[src/rtl/vga_readback_dma.sv]
// rtl/vga_readback_dma.sv - VRAM-to-RAM rectangle readback engine (optional VGA_READBACK_SKIP_ZERO_EN)
module vga_readback_dma #(
    parameter int RAM_ROW_W  = 5,
    parameter int RAM_PAGE_W = 2
) (
    input  logic                    i_clk,
    input  logic                    i_rst_b,
    input  logic                    i_cpu_ce_b,
    input  logic                    i_cpu_we_b,
    input  logic [2:0]              i_cpu_addr,
    input  logic [7:0]              i_cpu_data,
    output logic [7:0]              o_cpu_rdata,
    input  logic                    i_free_vbus_b,
    output logic                    o_vram_re_b,
    output logic [15:0]             o_vram_addr,
    input  logic [7:0]              i_vram_data,
    output logic                    o_ram_we_b,
    output logic [RAM_ROW_W+7:0]    o_ram_addr,
    output logic [RAM_PAGE_W-1:0]   o_ram_page,
    output logic [7:0]              o_ram_data,
    output logic                    o_active
);

    typedef enum logic [1:0] {S_IDLE, S_ARM, S_READ, S_WRITE} state_t;

    state_t state, state_nxt;

    logic [7:0] vx, vy, rx, r3, width, height;
    logic [7:0] xo, yo, pixel;
    logic       cpu_wr, busy, start, abort, last_px, skip_hit;
    logic [RAM_ROW_W-1:0] ry, ram_row;
    logic [7:0] ram_col, vram_x, vram_y;

    assign cpu_wr  = !i_cpu_ce_b && !i_cpu_we_b;
    assign busy    = (state != S_IDLE);
    assign start   = cpu_wr && (i_cpu_addr == 3'd7) && !i_cpu_data[7] && !busy;
    assign abort   = cpu_wr && (i_cpu_addr == 3'd7) &&  i_cpu_data[7] &&  busy;
    assign last_px = (xo == width) && (yo == height);

    // Register 3 packs the RAM row base below the page select.
    assign ry         = r3[RAM_ROW_W-1:0];
    assign o_ram_page = r3[RAM_ROW_W +: RAM_PAGE_W];

    assign vram_x      = vx + xo;
    assign vram_y      = vy + yo;
    assign ram_row     = ry + yo[RAM_ROW_W-1:0];
    assign ram_col     = rx + xo;
    assign o_vram_addr = {vram_y, vram_x};
    assign o_ram_addr  = {ram_row, ram_col};
    assign o_ram_data  = pixel;

`ifdef VGA_READBACK_SKIP_ZERO_EN
    logic skip_zero;

    always_ff @(posedge i_clk or negedge i_rst_b) begin
        if (!i_rst_b)
            skip_zero <= 1'b0;
        else if (start)
            skip_zero <= i_cpu_data[0];
    end

    assign skip_hit = skip_zero && (pixel == 8'h00);
`else
    assign skip_hit = 1'b0;
`endif

    always_ff @(posedge i_clk or negedge i_rst_b) begin
        if (!i_rst_b)
            state <= S_IDLE;
        else
            state <= state_nxt;
    end

    always_comb begin
        state_nxt = state;
        case (state)
            S_IDLE:  if (start) state_nxt = S_ARM;
            S_ARM:   state_nxt = S_READ;
            S_READ:  if (!i_free_vbus_b) state_nxt = S_WRITE;
            S_WRITE: state_nxt = last_px ? S_IDLE : S_READ;
            default: state_nxt = S_IDLE;
        endcase
        if (abort)
            state_nxt = S_IDLE;
    end

    always_comb begin
        o_active    = 1'b0;
        o_vram_re_b = 1'b1;
        o_ram_we_b  = 1'b1;
        case (state)
            S_ARM:   o_active = 1'b1;
            S_READ: begin
                o_active    = 1'b1;
                o_vram_re_b = i_free_vbus_b;
            end
            S_WRITE: begin
                o_active   = 1'b1;
                o_ram_we_b = skip_hit;
            end
            default: o_active = 1'b0;
        endcase
    end

    always_ff @(posedge i_clk or negedge i_rst_b) begin
        if (!i_rst_b) begin
            vx     <= 8'h00;
            vy     <= 8'h00;
            rx     <= 8'h00;
            r3     <= 8'h00;
            width  <= 8'h00;
            height <= 8'h00;
            xo     <= 8'h00;
            yo     <= 8'h00;
            pixel  <= 8'h00;
        end else begin
            if (cpu_wr && !busy) begin
                case (i_cpu_addr)
                    3'd0:    vx     <= i_cpu_data;
                    3'd1:    vy     <= i_cpu_data;
                    3'd2:    rx     <= i_cpu_data;
                    3'd3:    r3     <= i_cpu_data;
                    3'd4:    width  <= i_cpu_data;
                    3'd5:    height <= i_cpu_data;
                    default: ;
                endcase
            end
            if (start) begin
                xo <= 8'h00;
                yo <= 8'h00;
            end
            if (state == S_READ && !i_free_vbus_b)
                pixel <= i_vram_data;
            // Column-major walk: finish a column before moving right.
            if (state == S_WRITE && !abort && !last_px) begin
                if (yo != height) begin
                    yo <= yo + 8'd1;
                end else begin
                    yo <= 8'h00;
                    xo <= xo + 8'd1;
                end
            end
        end
    end

    always_comb begin
        o_cpu_rdata = 8'h00;
        if (!i_cpu_ce_b) begin
            case (i_cpu_addr)
                3'd0:    o_cpu_rdata = vx;
                3'd1:    o_cpu_rdata = vy;
                3'd2:    o_cpu_rdata = rx;
                3'd3:    o_cpu_rdata = r3;
                3'd4:    o_cpu_rdata = width;
                3'd5:    o_cpu_rdata = height;
                3'd7:    o_cpu_rdata = {busy, 7'h00};
                default: o_cpu_rdata = 8'h00;
            endcase
        end
    end

endmodule

[config.mk]
export PLATFORM = sky130hd
export DESIGN_NAME = vga_readback_dma
export DESIGN_NICKNAME = d
export VERILOG_FILES = /design/src/rtl/vga_readback_dma.sv
export SDC_FILE = /design/constraint.sdc
export NUM_CORES = 1
export LEC_CHECK = 0
export BUFFER_PORTS_ARGS = -buffer_cell sky130_fd_sc_hd__buf_2
export CORE_ASPECT_RATIO = 0.7
export CORE_UTILIZATION = 60
export CTS_CLUSTER_SIZE = 30
export DETAILED_ROUTE_END_ITERATION = 6
export PLACE_DENSITY = 0.84
export SLEW_MARGIN = 20
export SYNTH_ARGS = -nofsm -noshare
export SYNTH_HDL_FRONTEND = slang
export SYNTH_SLANG_ARGS = --single-unit
[constraint.sdc]
create_clock -name i_clk -period 4.75 [get_ports i_clk]
set_clock_uncertainty 0.05 [all_clocks]
set_input_delay 0 -clock i_clk [delete_from_list [all_inputs] [get_ports i_clk]]
set_output_delay 0 -clock i_clk [all_outputs]
set_load 0.02 [all_outputs]
# ---- Word-level counts from Yosys, hierarchy flattened
# Index checks and enable logic that the tools add are counted.
dict set report totals {
  ff_bits 74
  out_inout_bits 50
  elab_cells 76
}
dict set report classes {
  n_addsub 6
  muxes 16
  eq_ne 14
  reduce_logical 30
}
# op count
set op_table {}
lappend op_table {{8-bit 2-to-1 mux} 7}
lappend op_table {{8-bit one-hot mux with 7 select lines} 1}
lappend op_table {{8-bit adder} 3}
lappend op_table {{8-bit by 1-bit adder with 8-bit output, second input constant} 2}
lappend op_table {{8-bit equality test} 2}
lappend op_table {{2-bit AND reduction} 7}
lappend op_table {{1-bit logical AND} 11}
lappend op_table {{3-bit equality test, second input constant} 3}
lappend op_table {{2-bit 2-to-1 mux} 4}
lappend op_table {{8-bit != test} 1}
lappend op_table {{2-bit one-hot mux with 4 select lines} 1}
lappend op_table {{1-bit zero test} 7}
lappend op_table {{3-bit by 2-bit equality test with 1-bit output, second input constant} 2}
lappend op_table {{3-bit != test, second input constant} 2}
lappend op_table {{5-bit adder} 1}
lappend op_table {{2-bit equality test, second input constant} 2}
lappend op_table {{2-bit nonzero test} 2}
lappend op_table {{3-bit by 1-bit equality test with 1-bit output, second input constant} 1}
lappend op_table {{3-bit zero test} 1}
lappend op_table {{1-bit 2-to-1 mux} 3}
lappend op_table {{3-bit OR reduction} 1}
lappend op_table {{2-bit by 1-bit equality test with 1-bit output, second input constant} 1}
lappend op_table {{2-bit zero test} 1}

# ---- Depth between registers and ports, before layout
# Gate-level depths: netlist (run 1).
dict set report depth {
  word_depth 9
  mapped_depth 7
  ltp_nobuf 7
}

# ---- Worst setup path after synthesis (run 1)
# OpenSTA, ideal clock, no wires.
dict set report synth_timing {
  kind {reg-to-output}
  startpoint {register yo[0]}
  endpoint {output port o_vram_addr[14]}
  arrival_ns 1.884
  path_stages_with_launch 8
  path_buffers 0
  slack_ns 2.816
  cell_sequence {dfrtp_1 > ha_1 > fa_1 > a21o_1 > a21oi_1 > o21bai_1 > a21oi_1 > xnor2_1}
}
dict set report synth_via {
  elab_chain_cells 1
}
# element line
set synth_rtl {}
lappend synth_rtl {{start: declaration} 29} ;# logic [7:0] xo, yo, pixel;
lappend synth_rtl {{start signal: assignment} 137} ;# yo <= yo + 8'd1;
lappend synth_rtl {{8-bit adder} 45} ;# assign vram_y = vy + yo;
lappend synth_rtl {{end: declaration} 15} ;# output logic [15:0] o_vram_addr,
# Every way passes these cells.

# ---- Worst setup path in the final report (run 1)
dict set report layout_timing {
  startpoint {register xo[0]}
  endpoint {output port o_vram_addr[6]}
}
dict set report layout_via {
  elab_chain_cells 1
}
# element line
set layout_rtl {}
lappend layout_rtl {{start: declaration} 29}
lappend layout_rtl {{start signal: assignment} 140} ;# xo <= xo + 8'd1;
lappend layout_rtl {{8-bit adder} 44} ;# assign vram_x = vx + xo;
# Every way passes these cells.

==> results of run 1 <==
-- cell families after synthesis --
logic type	after synthesis	share of synthesized area, %
AND/OR/NAND/NOR	88	10.3
AO/OA/AOI/OAI	78	11.5
flip-flops	74	39.2
multiplexers	73	18.5
XOR/XNOR	47	8.70
adder cells (fa/ha/maj)	31	8.84
buffers and inverters	30	3.02
-- area by class of cell --
cell class              count  area share (%)
clock buffers               9            2.25
clock inverters             7            1.27
inverters                  14           0.954
multi-input cells         317            49.6
flip-flops and latches     74            33.6
well taps                  98            2.23
repair buffers             92            10.0
-- worst max-delay path: stages (launching register included) --
cell	delay, ps
dfrtp_1	480
ha_1	260
fa_1	420
a21o_1	180
a21oi_1	260
o21bai_1	140
a21oi_1	190
xnor2_1	150
buf_2	190
-- per-stage QoR --
step,power (uW),cells
final,2320,611
after global routing,2450,611
after CTS,2320,611
after detailed placement,1810,577
after global placement,1770,577
after floorplan,1550,421
-- power groups by stage --
stage                     Clock (uW)  Combinational [uW]  Sequential, uW
after global placement             0                 886             887
final                            486                 943             891
after global routing             521                1030             905
after CTS                        490                 940             886
after detailed placement           0                 914             897
after floorplan                    0                 678             872
-- placed cells by master (no fill, tap or decap), types with 8 or more instances in the layout --
cell type / n
a21o_1: 9
nor2_1: 29
ha_1: 27
xnor2_1: 37
dfrtp_1: 74
xor2_1: 10
dlygate4sd3_1: 18
mux2_2: 63
buf_2: 73
inv_1: 14
a21oi_1: 18
o22ai_1: 8
nand2_1: 20
clkbuf_8: 9
-- worst max-delay path by stage --
stage / to / slack (ps) / depth (start not counted)
after floorplan: o_vram_addr[14] / 2820 / 7
after global placement: o_vram_addr[6] / 2540 / 8
after detailed placement: xo[2] / 2430 / 5
after CTS: o_vram_addr[6] / 2080 / 8
after global routing: o_vram_addr[14] / 1940 / 8
final: o_vram_addr[6] / 2070 / 8
-- layer usage --
layer	up-vias	global-route usage (%)	routed length, um	part of all wire [%]
li1	1714	-	-	-
met1	1828	41.9	5380	45
met2	168	49.3	5550	46
met3	15	8.55	905	7.6
met4	0	8.36	136	1.1
met5	-	2.60	0	0
==> results.tsv, run 1 <==
metric	value	unit
grt_use_total	31.2	%
synth_most_common_cell	dfrtp_1	
synth_cell_type_count	53	
post-synth-top-area-cell	dfrtp_1	
wirelength	12.0	mm
power.leakage	0.00270	uW
vias	3725	
end_kind	primary output	
worstMarginPinSlew	968	ps
drc_errors	0	
layout_setup_ws	2070	ps
dr.pass1.iters	5	
synthTopCellsByArea	dfrtp_1, mux2_2, ha_1, xnor2_1, mux4_2	
clockBufferDepth	2	
antenna_found_initial	0	
ant_nets	0	
tns	0	ps
holdPathStages	4	
regArea	1850	sq um
place_congestion	0.863	
internal_power	1380	uW
die_width	108	um
rsz0062_at_grt	false	
clockRootBuffer	clkbuf_8	
fin_util	74.0	%
crit_required	4700	ps
drt-wirelength-per-cell	19.6	um
fin_area	5510	sq um
coreArea	7450	sq um
n_fill_cell	507	
setup_viol	0	
hold_path_class	in2reg	
ys_warn_count	0	
clk_pin_slew	80	ps
combPwrFrac	40.6	%
r2r.worst_path.cells	5	
multiInputGateArea	2740	sq um
diodes	0	
clk_latency	350	ps
syn_area	4730	sq um
r2r_start	state[1]	
relSlewSlack	35.5	%
synth_common_cells	dfrtp_1, mux2_2, xnor2_1	
cts_max_level	3	
synth_nets	476	
drive_gt1_share	33.3	%
path_class	reg2out	
ys.flop_type	dfrtp_1	
syn_area_per_cell	11.2	sq um
synthArstFlopShare	100	%
critPathArrivalTime	2630	ps
min_period	2680	ps
post-cts-setup-buffer-count	0	
report.final.slew_viol_count	0	
p_sw	940	uW
regToRegEndpoint	xo[2]	
port-buffer-count	73	
cts.sinks	74	
cts_tree	built	
place_ws	2430	ps
clockPowerShare	21.0	%
powerDensity	421	nW/um^2
hp-start	i_cpu_we_b	
swShare	40.5	%
area_growth	16.5	%
synthCells	421	
yosys_register_bits	74	
die_h	76.3	um
synth_edf_count	0	
hold_ws	161	ps
reg2reg_slack	2350	ps
finalHoldViolations	0	
dpl_cell_area	5130	sq um
fp.dieArea	8250	sq um
grt_pass1_vias	3801	
fp-row-count	26	
fin_crit_sh	56.5	%
peakVddDrop	0.296	mV
boundaryPins	74	
synth_top_cell_area_share	39.2	%
crit_start	xo[0]	
overflow	0	
hpwl	8.46	mm
crit_path_start_kind	register	
nets	563	
fmax	373	MHz
cts.repair.resized	0	
status	finished, final reports clean	
viasPerCell	6.10	
holdBufCountCts	18	
min_to	state[0]	
ys_seq_area_share	39.2	%
cap_violations	0	
grt_pass1_wl	19.3	mm
dr.first_iter.drc_count	211	
crit_fanout	7	
cts_buffers	9	
seqPwrFrac	38.4	%
initial_core_util	63.5	%
grt_max_degree	75	
No activity file was read; power rests on OpenSTA's default activity.
==> inputs of run 2 (changes only) <==
--- a/config.mk
+++ b/config.mk
@@ -7,10 +7,10 @@
 export LEC_CHECK = 0
 export BUFFER_PORTS_ARGS = -buffer_cell sky130_fd_sc_hd__buf_2
 export CORE_ASPECT_RATIO = 0.7
-export CORE_UTILIZATION = 60
+export CORE_UTILIZATION = 58
 export CTS_CLUSTER_SIZE = 30
 export DETAILED_ROUTE_END_ITERATION = 6
-export PLACE_DENSITY = 0.84
+export PLACE_DENSITY = 0.81
 export SLEW_MARGIN = 20
 export SYNTH_ARGS = -nofsm -noshare
 export SYNTH_HDL_FRONTEND = slang
==> constraint.sdc (replaced) <==
create_clock -name i_clk -period 2.6 [get_ports i_clk]
set_clock_uncertainty 0.05 [all_clocks]
set_input_delay 0 -clock i_clk [delete_from_list [all_inputs] [get_ports i_clk]]
set_output_delay 0 -clock i_clk [all_outputs]
set_load 0.02 [all_outputs]
==> run 2 against run 1 <==
Effect of this change:
- sequential share of layout area decreased by 1.2 points
- critical path depth unchanged
- register-to-register slack got worse by 1900 ps
- first-iteration DRC count rose by 27%
- total power rose by 110%
- sequential power rose by 82%
- non-clock buffer count is 3 higher
- global-route usage shrank 0.32 points
- wire length rose by 1.6%
- combinational power up 86%
- critical endpoint is now o_vram_addr[14]
- largest cell class unchanged
- highest routed layer unchanged
==> results.tsv, run 2 (synthesized netlist as in run 1, its figures left out) <==
metric	value	unit	change
status	finished, final reports clean		unchanged
antenna_found_initial	0		unchanged
hold_path_class	in2reg		unchanged
r2r.worst_path.cells	5		unchanged
die_h	77.6	um	was 76.3 um
overflow	0		unchanged
relSlewSlack	35.6	%	was 35.5%
regToRegEndpoint	xo[2]		unchanged
rsz0062_at_grt	false		unchanged
cap_violations	0		unchanged
fp-row-count	27		was 26
powerDensity	839	nW/um^2	was 421 nW/um^2
slowest_delay	460	ps	was 480 ps
grt_pass1_wl	19.5	mm	was 19.3 mm
tns	0	ps	unchanged
min_period	2500	ps	
drive_gt1_share	34.7	%	was 33.3%
cts_tree	built		unchanged
finalPower	4800	uW	was 2320 uW
fp.dieArea	8530	sq um	was 8250 sq um
post-cts-setup-buffer-count	0		unchanged
grt_pass1_vias	3776		was 3,801
path_class	reg2out		unchanged
hp-start	i_cpu_addr[1]		was i_cpu_we_b
clockRootBuffer	clkbuf_16		was clkbuf_8
cts_max_level	3		unchanged
crit_path_cell_trace	ha_1 > fa_1 > a21o_1 > a21oi_2 > o21bai_1 > a21oi_1 > xnor2_1 > buf_2		was ha_1 > fa_1 > a21o_1 > a21oi_1 > o21bai_1 > a21oi_1 > xnor2_1 > buf_2
hpwl	8.75	mm	was 8.46 mm
finalHoldViolations	0		unchanged
crit_fanout	7		unchanged
viasPerCell	6.13		was 6.10
die_width	110	um	was 108 um
coreArea	7870	sq um	was 7450 sq um
diodes	0		unchanged
clockBufferDepth	2		unchanged
fin_crit_sh	96.0	%	
min_to	state[0]		unchanged
crit_path_start_kind	register		unchanged
reg2reg_slack	460	ps	was 2350 ps
initial_core_util	60.1	%	was 63.5%
dr.pass1.iters	6		was 5
critPathArrivalTime	2450	ps	was 2630 ps
port-buffer-count	73		unchanged
place_congestion	0.880		was 0.863
boundaryPins	74		unchanged
clk_latency	340	ps	was 350 ps
peakVddDrop	0.879	mV	was 0.296 mV
cts_buffers	9		unchanged
setup_viol	0		unchanged
drc_errors	0		unchanged
clk_pin_slew	60	ps	was 80 ps
grt_use_total	30.8	%	was 31.2%
area_growth	20.9	%	was 16.5%
vias	3785		was 3,725
grt_max_degree	41		was 75
report.final.slew_viol_count	0		unchanged
crit_required	2550	ps	was 4700 ps
worstMarginPinSlew	965	ps	was 968 ps
fmax	401	MHz	
final_cell_mix	dfrtp_1, buf_2, mux2_2		unchanged
cts.sinks	74		unchanged
nets	566		was 563
holdPathStages	4		unchanged
r2r_start	state[1]		unchanged
drt-wirelength-per-cell	19.7	um	was 19.6 um
cp_slowest_cell	dfrtp_1		unchanged
ant_nets	0		unchanged
wirelength	12.2	mm	was 12.0 mm
end_kind	primary output		unchanged
dr.first_iter.drc_count	268		was 211
power.leakage	0.00279	uW	was 0.00270 uW
==> run 2: changes by cell type in the layout (fill, tap and decap cells not counted), moves of 3 or more <==
cell,delta
clkbuf_8,-9
clkbuf_16,+9
a21oi_2,+3
a21oi_1,-3
==> run 2: routing by layer <==
layer | vias to the layer above | track usage (%) | part of all wire [%]
met5 | - | 0 | 0
met4 | 0 | 8.53 | 1.7
met3 | 22 | 7.48 | 7.9
met2 | 191 | 46.1 | 45
met1 | 1854 | 44.6 | 45
li1 | 1718 | - | -
==> run 2: worst max-delay path by stage <==
stage / startpoint / endpoint / slack, ps
after global routing: yo[0] / o_vram_addr[14] / 20
after floorplan: yo[0] / o_vram_addr[14] / 670
after global placement: xo[0] / o_ram_addr[6] / 490
final: yo[0] / o_vram_addr[14] / 100
after CTS: yo[1] / o_vram_addr[15] / 70
after detailed placement: yo[0] / o_vram_addr[14] / 440
==> run 2: layout make-up <==
| class | count | area, sq um |
|---|---|---|
| multi-input combinational | 317 | 2750 |
| fill | 511 | 2150 |
| sequential | 74 | 1850 |
| timing repair buffer | 95 | 588 |
| clock buffer | 9 | 225 |
| tap | 101 | 126 |
| clock inverter | 7 | 118 |
| inverter | 14 | 52.6 |
==> run 2: where the power goes <==
group | internal (uW) | total (uW) | switching [uW]
clock | 934 | 1420 | 486
combinational | 744 | 1750 | 1010
sequential | 1350 | 1620 | 273
==> run 2: per-stage QoR <==
| stage | utilization [%] | setup slack [ps] | std cells | hold WS, ps | area, sq um |
|---|---|---|---|---|---|
| floorplan | - | 666 | 421 | -346 | 4730 |
| global placement | 65.7 | 490 | 583 | 128 | 5170 |
| detailed placement | 65.7 | 445 | 583 | 141 | 5170 |
| CTS | 72.4 | 70.9 | 617 | 147 | 5700 |
| global route | 72.6 | 15.2 | 617 | 166 | 5720 |
| finish | 72.6 | 104 | 617 | 163 | 5720 |
==> run 2: worst max-delay path, delay by kind of cell, from the launching register on <==
family | cells | cell delay [ps]
adders and majority gates | 2 | 670
AOI/OAI and AO/OA | 4 | 650
DFF | 1 | 460
buffers and inverters | 1 | 190
xor gates and xnor gates | 1 | 140
==> run 2: timing repair <==
item                                    in CTS  in global routing
endpoints found under the hold margin       96                  0
endpoints found under the setup margin       0                  6
gates resized for setup                      0                  5
hold buffers                                18                  0
